### src/rtl/if_fetch_stage_pkg.sv
// Shared definitions for the instruction-fetch stage: word width,
// fetch FSM encoding and the NOP bubble value presented to decode.
package if_fetch_stage_pkg;

  localparam int unsigned IF_WORD_LEN = 32;

  // Value that fills the IF/ID register whenever it holds no real instruction.
  localparam logic [31:0] NOP_BUBBLE = 32'd0;

  // FETCH: request outstanding at pc
  // HOLD : a fetched word is parked while decode is frozen
  // DROP : a wrong-path request is still in flight and must be swallowed
  typedef enum logic [1:0] {
    FETCH = 2'd0,
    HOLD  = 2'd1,
    DROP  = 2'd2
  } fetch_state_e;

endpackage

### src/rtl/if_fetch_stage_if_id_reg.sv
// IF/ID boundary register. Flush puts the NOP bubble in, load captures a
// new instruction/PC+4 pair, and with neither the contents are held.
module if_fetch_stage_if_id_reg
  import if_fetch_stage_pkg::*;
#(
  parameter int unsigned WORD_LEN = IF_WORD_LEN
) (
  input  logic                clk,
  input  logic                rst,
  input  logic                load,
  input  logic                flush,
  input  logic [WORD_LEN-1:0] load_instr,
  input  logic [WORD_LEN-1:0] load_pc,
  output logic [WORD_LEN-1:0] instruction,
  output logic [WORD_LEN-1:0] pc_out,
  output logic                valid_out
);

  // Boundary register update: reset and flush both insert the bubble; flush beats load.
  always_ff @(posedge clk) begin
    if (rst || flush) begin
      instruction <= WORD_LEN'(NOP_BUBBLE);
      pc_out      <= {WORD_LEN{1'b0}};
      valid_out   <= 1'b0;
    end else if (load) begin
      instruction <= load_instr;
      pc_out      <= load_pc;
      valid_out   <= 1'b1;
    end else begin
      instruction <= instruction;
      pc_out      <= pc_out;
      valid_out   <= valid_out;
    end
  end

endmodule

### src/rtl/if_fetch_stage.sv
// Instruction-fetch stage: owns the PC, drives the req/ack instruction
// memory port and feeds the IF/ID register. Handles decode freeze and
// taken-branch redirect, swallowing wrong-path fetches still in flight.
module if_fetch_stage
  import if_fetch_stage_pkg::*;
#(
  parameter int unsigned          WORD_LEN = IF_WORD_LEN,
  parameter logic [WORD_LEN-1:0]  RESET_PC = {WORD_LEN{1'b0}}
) (
  input  logic                clk,
  input  logic                rst,
  input  logic                freeze,
  input  logic                brTaken,
  input  logic [WORD_LEN-1:0] br_offset,
  output logic                imem_req,
  output logic [WORD_LEN-1:0] imem_addr,
  input  logic                imem_ack,
  input  logic [WORD_LEN-1:0] imem_rdata,
  output logic [WORD_LEN-1:0] instruction,
  output logic [WORD_LEN-1:0] pc_out,
  output logic                valid_out
);

  fetch_state_e        state_r, state_nxt_s;
  logic [WORD_LEN-1:0] pc_r, pc_nxt_s;
  logic [WORD_LEN-1:0] pending_pc_r, pending_pc_nxt_s;
  logic [WORD_LEN-1:0] hold_instr_r, hold_instr_nxt_s;
  logic [WORD_LEN-1:0] hold_pc_r, hold_pc_nxt_s;
  logic                imem_req_r, req_nxt_s;
  logic [WORD_LEN-1:0] imem_addr_r, addr_nxt_s;
  logic [WORD_LEN-1:0] pc_plus4_s, target_s;
  logic                ifid_load_s, ifid_flush_s;
  logic [WORD_LEN-1:0] ifid_instr_s, ifid_pc_s;

  assign pc_plus4_s = pc_r + WORD_LEN'(3'd4);
  // pc_out carries the branch's own PC+4; the sum wraps at the word width.
  assign target_s   = pc_out + (br_offset << 2);
  assign imem_req   = imem_req_r;
  assign imem_addr  = imem_addr_r;

  // Next-state, PC, hold-buffer and IF/ID control decode; priority is brTaken over freeze.
  always_comb begin
    state_nxt_s      = state_r;
    pc_nxt_s         = pc_r;
    pending_pc_nxt_s = pending_pc_r;
    hold_instr_nxt_s = hold_instr_r;
    hold_pc_nxt_s    = hold_pc_r;
    ifid_load_s      = 1'b0;
    ifid_flush_s     = 1'b0;
    ifid_instr_s     = imem_rdata;
    ifid_pc_s        = pc_plus4_s;
    case (state_r)
      FETCH: begin
        if (brTaken) begin
          ifid_flush_s = 1'b1;
          if (imem_ack) begin
            pc_nxt_s = target_s;
          end else begin
            pending_pc_nxt_s = target_s;
            state_nxt_s      = DROP;
          end
        end else if (imem_ack) begin
          pc_nxt_s = pc_plus4_s;
          if (freeze) begin
            hold_instr_nxt_s = imem_rdata;
            hold_pc_nxt_s    = pc_plus4_s;
            state_nxt_s      = HOLD;
          end else begin
            ifid_load_s = 1'b1;
          end
        end else if (!freeze) begin
          ifid_flush_s = 1'b1;
        end else begin
          ifid_flush_s = 1'b0;
        end
      end
      HOLD: begin
        if (brTaken) begin
          ifid_flush_s = 1'b1;
          pc_nxt_s     = target_s;
          state_nxt_s  = FETCH;
        end else if (!freeze) begin
          ifid_load_s  = 1'b1;
          ifid_instr_s = hold_instr_r;
          ifid_pc_s    = hold_pc_r;
          state_nxt_s  = FETCH;
        end else begin
          state_nxt_s = HOLD;
        end
      end
      DROP: begin
        // The stale response never reaches decode, frozen or not.
        ifid_flush_s = 1'b1;
        if (brTaken) begin
          pending_pc_nxt_s = target_s;
        end else begin
          pending_pc_nxt_s = pending_pc_r;
        end
        if (imem_ack) begin
          pc_nxt_s    = brTaken ? target_s : pending_pc_r;
          state_nxt_s = FETCH;
        end else begin
          state_nxt_s = DROP;
        end
      end
      default: begin
        ifid_flush_s = 1'b1;
        state_nxt_s  = FETCH;
      end
    endcase
    // The request address only moves when no request is left waiting.
    req_nxt_s  = (state_nxt_s != HOLD);
    addr_nxt_s = (state_nxt_s == DROP) ? imem_addr_r : pc_nxt_s;
  end

  // Fetch-side state registers, including the registered memory request.
  always_ff @(posedge clk) begin
    if (rst) begin
      state_r      <= FETCH;
      pc_r         <= RESET_PC;
      pending_pc_r <= {WORD_LEN{1'b0}};
      hold_instr_r <= {WORD_LEN{1'b0}};
      hold_pc_r    <= {WORD_LEN{1'b0}};
      imem_req_r   <= 1'b1;
      imem_addr_r  <= RESET_PC;
    end else begin
      state_r      <= state_nxt_s;
      pc_r         <= pc_nxt_s;
      pending_pc_r <= pending_pc_nxt_s;
      hold_instr_r <= hold_instr_nxt_s;
      hold_pc_r    <= hold_pc_nxt_s;
      imem_req_r   <= req_nxt_s;
      imem_addr_r  <= addr_nxt_s;
    end
  end

  if_fetch_stage_if_id_reg #(
    .WORD_LEN (WORD_LEN)
  ) u_if_id_reg (
    .clk         (clk),
    .rst         (rst),
    .load        (ifid_load_s),
    .flush       (ifid_flush_s),
    .load_instr  (ifid_instr_s),
    .load_pc     (ifid_pc_s),
    .instruction (instruction),
    .pc_out      (pc_out),
    .valid_out   (valid_out)
  );

endmodule

### config.mk
export PLATFORM = sky130hd
export DESIGN_NAME = if_fetch_stage
export DESIGN_NICKNAME = d
export VERILOG_FILES = /design/src/rtl/if_fetch_stage_pkg.sv /design/src/rtl/if_fetch_stage_if_id_reg.sv /design/src/rtl/if_fetch_stage.sv
export SDC_FILE = /design/constraint.sdc
export NUM_CORES = 1
export LEC_CHECK = 0
export ABC_CLOCK_PERIOD_IN_PS = 8600
export CAP_MARGIN = 20
export CORE_ASPECT_RATIO = 0.9
export CORE_MARGIN = 3
export CORE_UTILIZATION = 45
export DETAILED_ROUTE_END_ITERATION = 8
export PLACE_DENSITY = 0.71
export SLEW_MARGIN = 20
export SYNTH_ARGS = -nofsm -noshare
export SYNTH_HDL_FRONTEND = slang
export SYNTH_SLANG_ARGS = --single-unit
### constraint.sdc
create_clock -name clk -period 8.6 [get_ports clk]
set_input_delay 2.15 -clock clk [delete_from_list [all_inputs] [get_ports clk]]
set_output_delay 2.15 -clock clk [all_outputs]
set_load 0.01 [all_outputs]
* Word level (Yosys, flattened, before mapping)
Cells that the tools add are included.
Operators by class: $add $sub $neg 2, reduce and logical (&&, ||, !) cells 5, eq/ne operators 6, bitwise operators 1, muxes and demuxes 33
Operator list (number):
- $mux W32 | 14
- $pmux W32 S3 | 1
- $pmux W32 S2 | 1
- $add A32 B3 Y32 const B | 1
- $add A32 B32 Y32 | 1
- $mux W2 | 5
- $mux W1 | 9
- $pmux W2 S3 | 1
- $reduce_and A3 Y1 | 2
- $eq A2 B2 Y1 const B | 2
- $ne A2 B2 Y1 const B | 2
- $pmux W1 S2 | 2
- $eq A2 B1 Y1 const B | 1
- $logic_not A2 Y1 | 1
- $ne A2 B1 Y1 const B | 1
- $reduce_bool A2 Y1 | 1
- $logic_or A1 B1 Y1 | 1
- $not A1 Y1 | 1
Storage, ports and cells: logic and storage cells 57, bits of input ports 69, output and inout bits 98, register bits 228

* Longest topological paths before layout
depth in word-level cells 5, mapped depth 12, gate-level depth less buffers 12

* Cells and area by module
From an unflattened synthesis, not the netlist that was laid out.
Second synthesis, totals: cell total of the unflattened synthesis 1564, area, all modules 12348.1 um^2
Modules (own cells, without submodules):
- if_fetch_stage | instances 1, sequential area each 3263.1 um^2, area each 10008.3 um^2, cells an instance 1354
- if_fetch_stage_if_id_reg | instances 1, sequential area each 1301.2 um^2, area each 2339.7 um^2, cells an instance 210

* Least setup slack after synthesis
OpenSTA, ideal clock, no wires.
path kind input port to flip-flop, start point input br_offset[13], end point register imem_addr_r[28] (netlist: imem_addr[28]), library setup time 112 ps, path slack 4128 ps, data arrival time 4360 ps, path buffers 1, required time 8488 ps, stages 11, path through ha_1 > buf_2 > a21oi_1 > o21ai_0 > a21o_1 > a221o_1 > nor3_2 > mux2i_1 > a211o_1 > a21oi_1 > a2111oi_1
Between the ends: longest elaborated chain between the ends 4, elaborated cells on any way between the ends 7, those cells by class add/sub: 1; mux: 6
RTL lines:
- from (decl) | RTL line if_fetch_stage.sv:14 | input logic [WORD_LEN-1:0] br_offset,
- $add A32 B32 Y32 (*) | RTL line if_fetch_stage.sv:37 | assign target_s = pc_out + (br_offset << 2);
- $mux W32, on equally long branches
- $mux W32, on equally long branches | RTL line if_fetch_stage.sv:99, if_fetch_stage.sv:54
- $pmux W32 S3 (*) | RTL line if_fetch_stage.sv:52 | case (state_r)
- to (signal assigned) | RTL line if_fetch_stage.sv:133 | imem_addr_r <= addr_nxt_s;
- to (decl) | RTL line if_fetch_stage.sv:30 | logic [WORD_LEN-1:0] imem_addr_r, addr_nxt_s;
Every way passes the cells marked *; elsewhere a longest branch is shown, timed or not. A chain may end at the register's enable or synchronous reset.

* Worst setup path in the final report
start point input imem_ack, end point register imem_addr_r[27] (netlist: imem_addr[27])
Between the ends: longest elaborated chain between the ends 4, elaborated cells on any way between the ends 11, those cells by class eq/ne: 1; mux: 10
RTL lines:
- from (decl) | RTL line if_fetch_stage.sv:17 | input logic imem_ack,
- $mux W2, on equally long branches | RTL line if_fetch_stage.sv:62, if_fetch_stage.sv:56
- $mux W2 | RTL line if_fetch_stage.sv:54 | if (brTaken) begin
- $pmux W2 S3 | RTL line if_fetch_stage.sv:52
- $eq A2 B2 Y1 | RTL line if_fetch_stage.sv:113 | addr_nxt_s = (state_nxt_s == DROP) ? imem_addr_r : pc_nxt_s;
Parallel ways exist; a longest one is shown, timed or not.

==> summary.md <==
| Metric | Value |
|---|---|
| Status | `complete, no violations` |
| Final Setup Violations | `0` |
| Commonest non-fill, non-tap cell in the layout | `nor2_1` |
| Commonest cells after routing, fill and taps aside | `242 x nor2_1, 238 x nand2_1, 227 x dfxtp_1` |
| Yosys cell types | `71` |
| Post-synth EDFFs | `0` |
| I/O Pins | `167` |
| Iteration count of the initial detailed-routing pass | `5` |
| Setup_tns | `0 ps` |
| Final worst slack | `3510 ps` |
| First-pass GRT wire length | `60900 um` |
| Mux contribution to synthesized area | `0.0361` |
| Die ar. | `0.0287 mm2` |
| FILL cells | `2412` |
| Nets | `1760` |
| Final setup skew | `20.9 ps` |
| Core Rows | `56` |
| Peak supply drop | `0.135 mV` |
| Largest family of logic cells by synthesized area | `compound AO/OA/AOI/OAI gates` |
| CTS Root Cell | `clkbuf_16` |
| Fin area | `0.0147 mm2` |
| Initial antenna violation count | `0` |
| Critical path cell sequence | `clkdlybuf4s50_1 > buf_4 > inv_1 > nand2_1 > nand2_1 > nor2_1 > buf_4 > nand3_1 > mux2i_1 > o32ai_1 > nand3_1 > a21oi_1` |
| Gp weighted congestion | `0.960` |
| Cell taking the most area after synthesis | `dfxtp_1` |
| Slew margin rel. | `0.304` |
| Port Buffer Count | `164` |
| Syn_nets | `1662` |
| Avg WL per Cell | `19.3 um` |
| Unrepaired setup endpoints after global routing | `false` |
| Post-route ant nets | `0` |
| R2R depth | `10` |
| TritonCTS clock tree | `yes` |
| # DRC | `0` |
| CP max-delay cell | `nand2_1` |
| Post-Synth XOR/XNOR Area | `0.0380` |
| Worst Path Required | `9050 ps` |
| Synth top area cells | `dfxtp_1 38%, a211oi_1 7.6%, nor2_1 7.6%, nand2_1 7.4%, a21oi_1 7.1%` |
| Reg-to-reg slack, setup | `5160 ps` |
| Crit. End Element | `flop` |
| CTS H-tree lvls | `1` |
| Post-Synth Adder-Cell Area | `0.0330` |
| Flops & latches, synth | `228` |
| Area delta synth->final | `22.6%` |
| Worst path arrival time | `5540 ps` |
| Initial drt markers | `1436` |
| Layout cell share with drive strength beyond 1 | `0.0500` |
| TritonCTS Buffers | `26` |
| Yosys top cell area share | `0.381` |
| Number of diodes | `0` |
| P_leak | `0.00579 uW` |
| Hold Path Depth | `2` |
| Max cap viols | `0` |
| Clock buffer depth | `3` |
| Clock latency on the worst-skew pair | `540 ps` |
| CTS clk-pin slew, worst paths | `60 ps` |
| Horiz. Die Dim | `178 um` |
| Synth Warn # | `0` |
| Total power | `2670 uW` |
| Clock sink total | `228` |
| Resized Gates After CTS | `0` |
| Hold Buf Count CTS | `0` |
| Via density | `5.91` |
| Gr usage total | `0.264` |
| Area after DPL | `0.0138 mm2` |
| Worst Hold Endpoint | `hold_pc_r[1]$_SDFFE_PP0P_` |
| Initial core utilization | `0.459` |
| Die height | `161 um` |
| R2r startpoint | `pc_r[2]$_SDFF_PP0_` |
| Grt ovf | `0` |
| Max incr delay on CP | `500 ps` |
| Core ar. | `0.0261 mm2` |
| Fin. Hold Viols | `0` |
| Synthesized instance count | `1562` |
| Worst-Margin Slew | `1040 ps` |
| Largest net degree at the start of global routing | `83` |
| Final period util | `0.591` |
| Vias in the first global route | `10.8k` |
| Max-slew violation count | `0` |
| Startpoint Class | `primary input` |
| DP HPWL | `26800 um` |
| Min Tclk post-route | `5090 ps` |
| FFs w/ async S/R, synth | `0` |
| Worst-path fanout max | `26` |
| Max Clk Rate | `0.197 GHz` |
| Worst flop-to-flop path endpoint | `imem_addr[18]$_SDFFE_PP0P_` |
| Post-synthesis sequential area ratio | `0.381` |
| Setup bufs post-CTS | `0` |
| Complex-gate fraction of the synthesized area | `0.255` |
| Pwr Density | `182 mW/mm2` |
| Hold path startpoint | `hold_pc_r[1]$_SDFFE_PP0P_` |
| Worst min-delay path category | `reg2reg` |
| Crit path max-delay family | `buffers and inverters` |
| Via count | `12.0k` |
| Mapped cell area | `0.0120 mm2` |
| Buf/Inv on CP | `4` |
| Post-Syn Area per Cell | `7.68 um2` |
| Simple-gate area share of the yosys netlist | `0.216` |
| Worst Setup Path Type | `in2reg` |
| Detailed Route WL | `39200 um` |
| Primary FF master, synth | `dfxtp_1` |
| Pre-CTS setup slack | `3080 ps` |
==> flip-flops by register name, indices dropped and copies added (netlist names) <==
signal                   flops
state_r                      2
u_if_id_reg.instruction     32
hold_pc_r                   32
u_if_id_reg.valid_out        1
u_if_id_reg.pc_out          32
hold_instr_r                32
imem_addr                   32
pending_pc_r                32
imem_req                     1
pc_r                        32
==> cell families after synthesis <==
logic type      Yosys count
compound gates          473
xor+xnor                 52
fa+ha+maj                31
buf+inv                 131
flops                   228
mux                      43
simple gates            604
==> report_power, final <==
part / switching (uW) / internal [uW] / total [uW]
Clock: 465 / 673 / 1140
Combinational: 236 / 151 / 387
Sequential: 39.1 / 1110 / 1140
Total: 740 / 1930 / 2670
==> through the flow <==
stage,utilization,instances,hold WS [ps]
final,0.563,2028,453
after global routing,0.563,2028,467
after CTS,0.563,2028,454
after detailed placement,0.529,1980,446
after floorplan,-,1562,432
after global placement,0.529,1980,440
==> layout make-up <==
type	instances	area (um2)	area share
Sequential cell	228	4570	0.311
Clock inverter	12	133	0.00902
Multi-Input combinational cell	1203	6960	0.473
Timing Repair Buffer	186	1800	0.123
Inverter	15	56.3	0.00383
Tap cell	348	435	0.0296
Clock buffer	36	749	0.0510
==> worst min-delay path, delay by kind of cell, from the launching register on <==
family             cells  cell delay (ps)
and+or+nand+nor        1               50
AOI/OAI and AO/OA      1               50
DFF                    1              310
==> Yosys cell counts (3+ instances only) <==
library cell and count:
o31a_1 3, nand2_1 238, o2111ai_1 3, nand3b_1 7, a211o_1 5, o21a_1 8, nor3_1 15, nand2b_1 7
and2_1 7, dfxtp_1 228, o21ai_0 48, xnor2_1 28, nor2b_1 6, mux2i_1 41, o221ai_1 4, buf_2 3
o211a_1 3, or3_1 6, o211ai_1 15, and4_1 6, buf_1 10, o22ai_1 7, nand3_1 30, nor2_1 242
a31oi_1 12, a21o_1 22, a21oi_1 169, nand4_1 10, inv_1 14, a221oi_1 10, o32ai_1 3, o31ai_1 4
a22oi_1 6, a211oi_1 121, o21bai_1 7, and3_1 16, ha_1 30, xor2_1 24, a2bb2oi_1 3, clkbuf_1 103
==> worst max path at each step <==
| stage | from | end | slack [ps] | depth (start not counted) |
|---|---|---|---|---|
| 2_1_floorplan | br_offset[13] | imem_addr[28]$_SDFFE_PP0P_ | 4130 | 11 |
| 3_3_place_gp | brTaken | pending_pc_r[24]$_SDFFE_PP0P_ | 3130 | 9 |
| 3_5_place_dp | br_offset[0] | imem_addr[26]$_SDFFE_PP0P_ | 3080 | 13 |
| 4_1_cts | br_offset[0] | imem_addr[26]$_SDFFE_PP0P_ | 3620 | 13 |
| 5_1_grt | br_offset[0] | imem_addr[26]$_SDFFE_PP0P_ | 3370 | 13 |
| 6_report | imem_ack | imem_addr[27]$_SDFFE_PP0P_ | 3510 | 12 |
==> per-layer routing <==
metal / up-vias / global-route usage / share of wire
met4: 0 / 0.0535 / 0.018
li1: 5755 / - / -
met1: 5589 / 0.402 / 0.46
met5: - / 0 / 0
met2: 572 / 0.369 / 0.41
met3: 63 / 0.0754 / 0.12
Note: power is estimated with default switching activity, not from simulation.
